### config.mk
export PLATFORM = sky130hd
export DESIGN_NAME = uart_tx_arbiter
export DESIGN_NICKNAME = d
export VERILOG_FILES = /design/src/rtl/uart_tx_arbiter.sv
export SDC_FILE = /design/constraint.sdc
export NUM_CORES = 1
export LEC_CHECK = 0
export ABC_CLOCK_PERIOD_IN_PS = 2700
export BUFFER_PORTS_ARGS = -buffer_cell sky130_fd_sc_hd__buf_2
export CAP_MARGIN = 5
export CORE_MARGIN = 5
export CORE_UTILIZATION = 30
export CTS_BUF_LIST = sky130_fd_sc_hd__clkbuf_2 sky130_fd_sc_hd__clkbuf_4 sky130_fd_sc_hd__clkbuf_8
export DETAILED_ROUTE_END_ITERATION = 6
export GPL_ROUTABILITY_DRIVEN = 1
export GPL_TIMING_DRIVEN = 0
export SYNTH_ARGS = -nofsm -noshare
export SYNTH_HDL_FRONTEND = slang
export SYNTH_SLANG_ARGS = --single-unit
### constraint.sdc
create_clock -name clk -period 2.7 [get_ports clk]
set_input_delay 0.135 -clock clk [delete_from_list [all_inputs] [get_ports clk]]
set_output_delay 0.135 -clock clk [all_outputs]
set_load 0.01 [all_outputs]
### src/rtl/uart_tx_arbiter.sv
// uart_tx_arbiter: round-robin sharing of one UART transmitter between
// NUM_REQ byte producers. One byte per grant, then wait for txdone (or a
// timeout), then hold a guard interval so the stop bit drains before the
// next start strobe.
module uart_tx_arbiter #(
    parameter int unsigned NUM_REQ = 4,
    parameter int unsigned DATA_W  = 8,
    parameter int unsigned TIMEOUT = 20000,
    parameter int unsigned GUARD   = 16
) (
    input  logic                         clk,
    input  logic                         rst_n,
    input  logic [NUM_REQ-1:0]           req,
    input  logic [NUM_REQ*DATA_W-1:0]    req_data,
    output logic [NUM_REQ-1:0]           grant,
    output logic [NUM_REQ-1:0]           done,
    output logic                         uart_start,
    output logic [DATA_W-1:0]            uart_txin,
    input  logic                         uart_txdone,
    output logic [$clog2(NUM_REQ)-1:0]   owner,
    output logic                         busy,
    output logic                         timeout_err
);

    localparam int unsigned OWN_W    = $clog2(NUM_REQ);
    localparam int unsigned CNT_MAXV = (TIMEOUT > GUARD) ? TIMEOUT : GUARD;
    localparam int unsigned CNT_W    = $clog2(CNT_MAXV + 1);

    typedef enum logic [1:0] {
        S_IDLE  = 2'd0,
        S_START = 2'd1,
        S_WAIT  = 2'd2,
        S_GUARD = 2'd3
    } state_t;

    state_t             state;
    logic [OWN_W-1:0]   last;
    logic [CNT_W-1:0]   cnt;

    logic               req_any;
    logic [OWN_W-1:0]   win_idx;
    logic [NUM_REQ-1:0] win_oh;
    logic [DATA_W-1:0]  win_data;
    logic [NUM_REQ-1:0] owner_oh;
    int                 pos;

    // Round-robin pick: first requester at last+1, last+2, ... (mod NUM_REQ).
    // Offsets are scanned from farthest to nearest so the nearest one wins.
    always_comb begin
        req_any  = |req;
        win_idx  = '0;
        win_oh   = '0;
        win_data = '0;
        pos      = 0;
        for (int k = int'(NUM_REQ); k >= 1; k--) begin
            pos = int'(last) + k;
            if (pos >= int'(NUM_REQ)) pos = pos - int'(NUM_REQ);
            for (int i = 0; i < int'(NUM_REQ); i++) begin
                if (pos == i && req[i]) win_idx = OWN_W'(i);
            end
        end
        for (int i = 0; i < int'(NUM_REQ); i++) begin
            if (win_idx == OWN_W'(i)) begin
                win_oh[i] = 1'b1;
                win_data  = req_data[i*int'(DATA_W) +: DATA_W];
            end
        end
    end

    // One-hot decode of the current owner for the done pulse.
    always_comb begin
        owner_oh = '0;
        for (int i = 0; i < int'(NUM_REQ); i++) begin
            if (owner == OWN_W'(i)) owner_oh[i] = 1'b1;
        end
    end

    // Arbiter FSM with registered outputs; reset lands in GUARD so a frame
    // that was on the wire when reset hit gets flushed before any new start.
    always_ff @(posedge clk or negedge rst_n) begin
        if (!rst_n) begin
            state       <= S_GUARD;
            cnt         <= '0;
            last        <= OWN_W'(NUM_REQ - 1);
            owner       <= '0;
            grant       <= '0;
            done        <= '0;
            uart_start  <= 1'b0;
            uart_txin   <= '0;
            busy        <= 1'b1;
            timeout_err <= 1'b0;
        end else begin
            grant       <= '0;
            done        <= '0;
            uart_start  <= 1'b0;
            timeout_err <= 1'b0;
            case (state)
                S_IDLE: begin
                    if (req_any) begin
                        uart_txin <= win_data;
                        owner     <= win_idx;
                        last      <= win_idx;
                        grant     <= win_oh;
                        state     <= S_START;
                        busy      <= 1'b1;
                    end
                end
                S_START: begin
                    uart_start <= 1'b1;
                    cnt        <= '0;
                    state      <= S_WAIT;
                end
                S_WAIT: begin
                    if (uart_txdone) begin
                        done  <= owner_oh;
                        cnt   <= '0;
                        state <= S_GUARD;
                    end else if (cnt == CNT_W'(TIMEOUT - 1)) begin
                        timeout_err <= 1'b1;
                        cnt         <= '0;
                        state       <= S_GUARD;
                    end else if (cnt != CNT_W'(CNT_MAXV)) begin
                        cnt <= cnt + CNT_W'(1);
                    end
                end
                S_GUARD: begin
                    if (cnt >= CNT_W'(GUARD - 1)) begin
                        state <= S_IDLE;
                        busy  <= 1'b0;
                    end else if (cnt != CNT_W'(CNT_MAXV)) begin
                        cnt <= cnt + CNT_W'(1);
                    end
                end
                default: begin
                    state <= S_GUARD;
                    cnt   <= '0;
                    busy  <= 1'b1;
                end
            endcase
        end
    end

endmodule
After elaboration in Yosys (flattened, before gate mapping):

Index checks and enable logic that the tools add are counted.

* register bits: 40
* output and inout bits: 21

* reduce and logical (&&, ||, !) cells: 28
* multiplexer cells: 52
* add/subtract/negate cells: 9
* magnitude comparators: 5
* equal/unequal tests: 27

Operators by type and width (count)
* 32-bit by 3-bit equality test with 1-bit output, second input constant: 8
* 32-bit by 2-bit equality test with 1-bit output, second input constant: 4
* 32-bit two-way mux: 4
* 32-bit zero test: 3
* 15-bit two-way mux: 4
* 15-bit one-hot mux with 3 select lines: 1
* 2-bit two-way mux: 18
* 8-bit two-way mux: 4
* 4-bit two-way mux: 4
* 15-bit by 1-bit adder with 15-bit output, second input constant: 1
* 15-bit equality test, second input constant: 1
* 15-bit by 4-bit >= comparator with 1-bit output, second input constant: 1
* 1-bit logical AND: 15
* 1-bit two-way mux: 15
* 15-bit != test, second input constant: 1
* 2-bit equality test, second input constant: 6
* 3-bit by 3-bit subtractor with 4-bit output, second input constant: 3
* 3-bit >= comparator, second input constant: 3
* 2-bit one-hot mux with 4 select lines: 1
* 2-bit by 2-bit adder with 3-bit output, second input constant: 2
* 2-bit by 1-bit equality test with 1-bit output, second input constant: 3
* 2-bit zero test: 3
* 2-bit != test, second input constant: 3
* 3-bit AND reduction: 2
* other kinds (10): 11

Depth between registers and ports, before layout:

* word-level depth: 25
* mapped depth: 8
* depth with buffers taken out: 7

Worst setup path before layout:

Ideal clock, no wire load.

* path kind: register to register
* start: register last[1]
* end: register uart_txin[0]
* period minus slack after synthesis: 1.936 ns
* required time: 2.577 ns
* stages on the path, launching flop included: 7
* setup slack: 0.764 ns
* arrival time: 1.814 ns
* library setup time: 0.123 ns
* cell sequence: dfstp_2 buf_2 nor2b_1 o32ai_2 buf_2 nand2_1 o221a_2

* cells in the longest elaborated chain, start to end: 25
* elaborated cells between the ends (all ways): 69
* those cells by class: add/sub (8); order compare (4); eq/ne (15); mux (23); reduce/logical (19)

RTL lines
* start, declared: line 37 `logic [OWN_W-1:0] last;`
* start signal, assigned: line 84 `last <= OWN_W'(NUM_REQ - 1);`
* start signal, assigned: line 102 `last <= win_idx;`
* 2-bit by 3-bit adder with 4-bit output: line 56 `pos = int'(last) + k;`
* 4-bit by 3-bit subtractor with 5-bit output or 4-bit by 3-bit >= comparator with 1-bit output (tied branches): line 57 `if (pos >= int'(NUM_REQ)) pos = pos - int'(NUM_REQ);`
* 32-bit two-way mux: line 57
* 32-bit by 2-bit equality test with 1-bit output: line 59 `if (pos == i && req[i]) win_idx = OWN_W'(i);`
* 1-bit logical AND: line 59
* 1-bit two-way mux: line 59
* 2-bit two-way mux (13 in series): line 59
* 2-bit two-way mux (*): line 59
* 2-bit zero test: line 63 `if (win_idx == OWN_W'(i)) begin`
* 8-bit two-way mux (3 in series): line 63
* 8-bit two-way mux (*): line 63
* end signal, assigned: line 100 `uart_txin <= win_data;`
* end, declared: line 18 `output logic [DATA_W-1:0] uart_txin,`

Every way passes the cells marked *; elsewhere a longest branch is shown, timed or not.
A chain may end at the register's enable or synchronous reset.

Worst setup path after layout:

* start: register last[1]
* end: register uart_txin[7]

Same word-level chain as after synthesis.

==> results.toml <==
[global_route]
grt_max_degree = 41
grtUsageTotal_pct = 12.95
grt_first_pass_wirelength_mm = 10.68
first_global_vias = 2233
antenna_found_initial = 0
gr-total-overflow = 0

[logic_synthesis]
yosys_warnings = 0
synth_ff_type = "dfrtp_1"
synth_nets = 306
synth_enable_flop_cells = 0
seq_area_frac_synth_pct = 41.37
syn-instance-count = 261
ys_seq_elements = 40
post_synth_num_cell_types = 53
synth_area_um2 = 2435
postSynthAreaPerCell_um2 = 9.329
postSynth.asyncResetShare_pct = 100.0

[drt]
ant_nets = 0
vias = 2210
drc = 0
drt_iter0_drc = 70
drtPass1Iterations = 4
routedWlPerCell_um = 14.48
vias_per_cell = 5.128
drt-total-wl_mm = 6.241

[finish]
final_nets = 373
fillCellCount = 831
final_common_cell = "buf_2"
layout-drive-gt1-share_pct = 31.91
num_antenna_cells = 0
synthToLayoutAreaGrowth_pct = 22.35
final_cell_mix = "64 x buf_2, 35 x dfrtp_1, 25 x a21oi_1"

[sta]
fin_crit_sh_pct = 85.24
slew_headroom_pct = 41.87
final_max_slew_viol_count = 0
hold_viol = 0
setup_violations = 0
tightest_slew_ps = 872.0
clock.fmax_mhz = 434.5
finClkSkew_ps = 6.432
worst_hold_slack_ps = 87.60
setup_tns_ps = 0
min_period_ps = 2301
rsz0062_at_grt = "no"

[die]
die_y_um = 100.1
initial_core_util_pct = 31.19
die-width_um = 100.1
io_pins = 60
dieArea_um2 = 10020
row_count = 32
core_um2 = 7807

[power_and_ir_drop]
powerDensity_nw_per_um2 = 919.4
p_leak_nw = 1.302
vdd.ir_drop.worst_uv = 372.0

[clocking]
numCtsBuffers = 5
clk_latency_ps = 290
cts_setup_buffers = 0
clkSinkCount = 40
clk_path_buf_depth = 2
root_buffer = "clkbuf_8"
postCtsHoldBufs = 1
htreeDepth = 2
cts_tree = "built"
cts.clk_slew.worst_paths_ps = 80
cts.repair.resized = 0

[setup_path]
cp_slowest_cell = "o32ai_2"
critical_path_cell_count = 6
critPathLaunchType = "flip-flop"
reg2reg_slack_ps = 400
r2r_cells = 6
path_class = "reg2reg"
r2r_end = "uart_txin[7]"
critical_path.max_stage_delay_ps = 550
worstPathArrival_ps = 2490
cp_num_buf_inv = 2
path_delay_family = "compound AO/OA/AOI/OAI gates"
path_common_cell = "buf_2"
path_cells = "buf_2 > nor2b_1 > o32ai_2 > buf_2 > nand2_1 > o221a_2"
r2r-start = "last[1]"
end_kind = "flip-flop"
required_ps = 2890
cp_max_fo = 10

[placement]
place_hpwl_mm = 4.771
place_congestion = 0.8510
port_buffers = 59

[hold_path]
hold_class = "in2reg"
hold_path.startpoint = "req_data[28]"
hold_end = "uart_txin[4]"
hold_depth = 3

[run_status]
status = "completed"

[flow_run]
drv_cap = 0
## worst max path at each step
stage	start	end	slack [ps]
6_report	last[1]	uart_txin[7]	400
5_1_grt	last[1]	uart_txin[1]	210
4_1_cts	last[1]	uart_txin[7]	390
3_5_place_dp	last[1]	uart_txin[0]	410
3_3_place_gp	last[1]	uart_txin[7]	370
2_1_floorplan	last[1]	uart_txin[0]	760
## synth_stat cells (2+ instances only)
master	number	area, um2
a21o_1	2	15.01
a21oi_1	25	125.1
a22oi_1	3	22.52
a31o_2	4	35.03
a32oi_1	4	35.03
and2_1	4	25.02
buf_2	5	25.02
clkbuf_1	4	15.01
dfrtp_1	35	875.8
dfstp_2	5	131.4
ha_1	6	75.07
inv_1	19	71.32
mux2_2	4	45.04
mux2i_1	9	90.09
nand2_1	16	60.06
nand2b_1	2	12.51
nand3_1	5	25.02
nand4_1	3	18.77
nor2_1	20	75.07
nor3_1	19	95.09
nor4_1	3	18.77
o2111ai_1	7	61.31
o211ai_1	4	30.03
o21ai_0	12	60.06
o21ai_1	2	10.01
o221a_2	4	45.04
o22ai_1	2	12.51
o31ai_1	5	37.54
o32a_1	2	20.02
or3_4	3	33.78
## worst min-delay path, cell delays in order
cell and delay (ps):
buf_2 80, a32oi_1 70, o31ai_1 60
## per-stage QoR
| step | power, mW | cells | util, % | area, um2 | worst slack, ps |
|---|---|---|---|---|---|
| after floorplan | 1.851 | 261 | - | 2435 | 763.8 |
| after global placement | 2.248 | 422 | 36.60 | 2858 | 368.7 |
| after detailed placement | 2.267 | 422 | 36.60 | 2858 | 407.5 |
| after CTS | 2.763 | 431 | 38.16 | 2979 | 389.2 |
| after global routing | 2.964 | 431 | 38.16 | 2979 | 211.1 |
| final | 2.739 | 431 | 38.16 | 2979 | 398.6 |
## sequential cells by signal (all words and copies together) (netlist names)
register     cells
busy             1
owner            2
state            2
cnt             15
timeout_err      1
uart_txin        8
last             2
uart_start       1
done             4
grant            4
## final cells by class
| cell class | instances | area (um2) | share of cell area (%) |
|---|---|---|---|
| Multi-Input combinational cell | 191 | 1297 | 43.55 |
| Sequential cell | 40 | 1007 | 33.81 |
| Clock buffer | 5 | 68.82 | 2.310 |
| Inverter | 19 | 71.32 | 2.394 |
| Timing Repair Buffer | 60 | 305.3 | 10.25 |
| Clock inverter | 3 | 42.54 | 1.428 |
| Buffer | 11 | 58.81 | 1.974 |
| Tap cell | 102 | 127.6 | 4.284 |
## power breakdown
group	switching (mW)	internal, mW
clock	0.219	0.274
sequential	0.109	0.778
combinational	0.796	0.564
total	1.12	1.62
## routing by layer
| metal | wire length (um) | GRT usage (%) | vias to the layer above |
|---|---|---|---|
| met4 | 44 | 2.176 | 0 |
| met3 | 415 | 4.031 | 7 |
| li1 | - | - | 1106 |
| met5 | 0 | 0 | - |
| met2 | 2867 | 20.73 | 54 |
| met1 | 2914 | 17.52 | 1043 |
## cell families (layout without fill, tap and decap cells)
logic type | Yosys count | in the layout | synth area share (%)
multiplexers | 14 | 14 | 6.166
buffers and inverters | 30 | 98 | 5.344
adder cells (fa/ha/maj) | 6 | 6 | 3.083
flip-flops | 40 | 40 | 41.37
AND/OR/NAND/NOR | 90 | 90 | 20.40
AO/OA/AOI/OAI | 81 | 81 | 23.64
(Power assumes the default switching activity.)
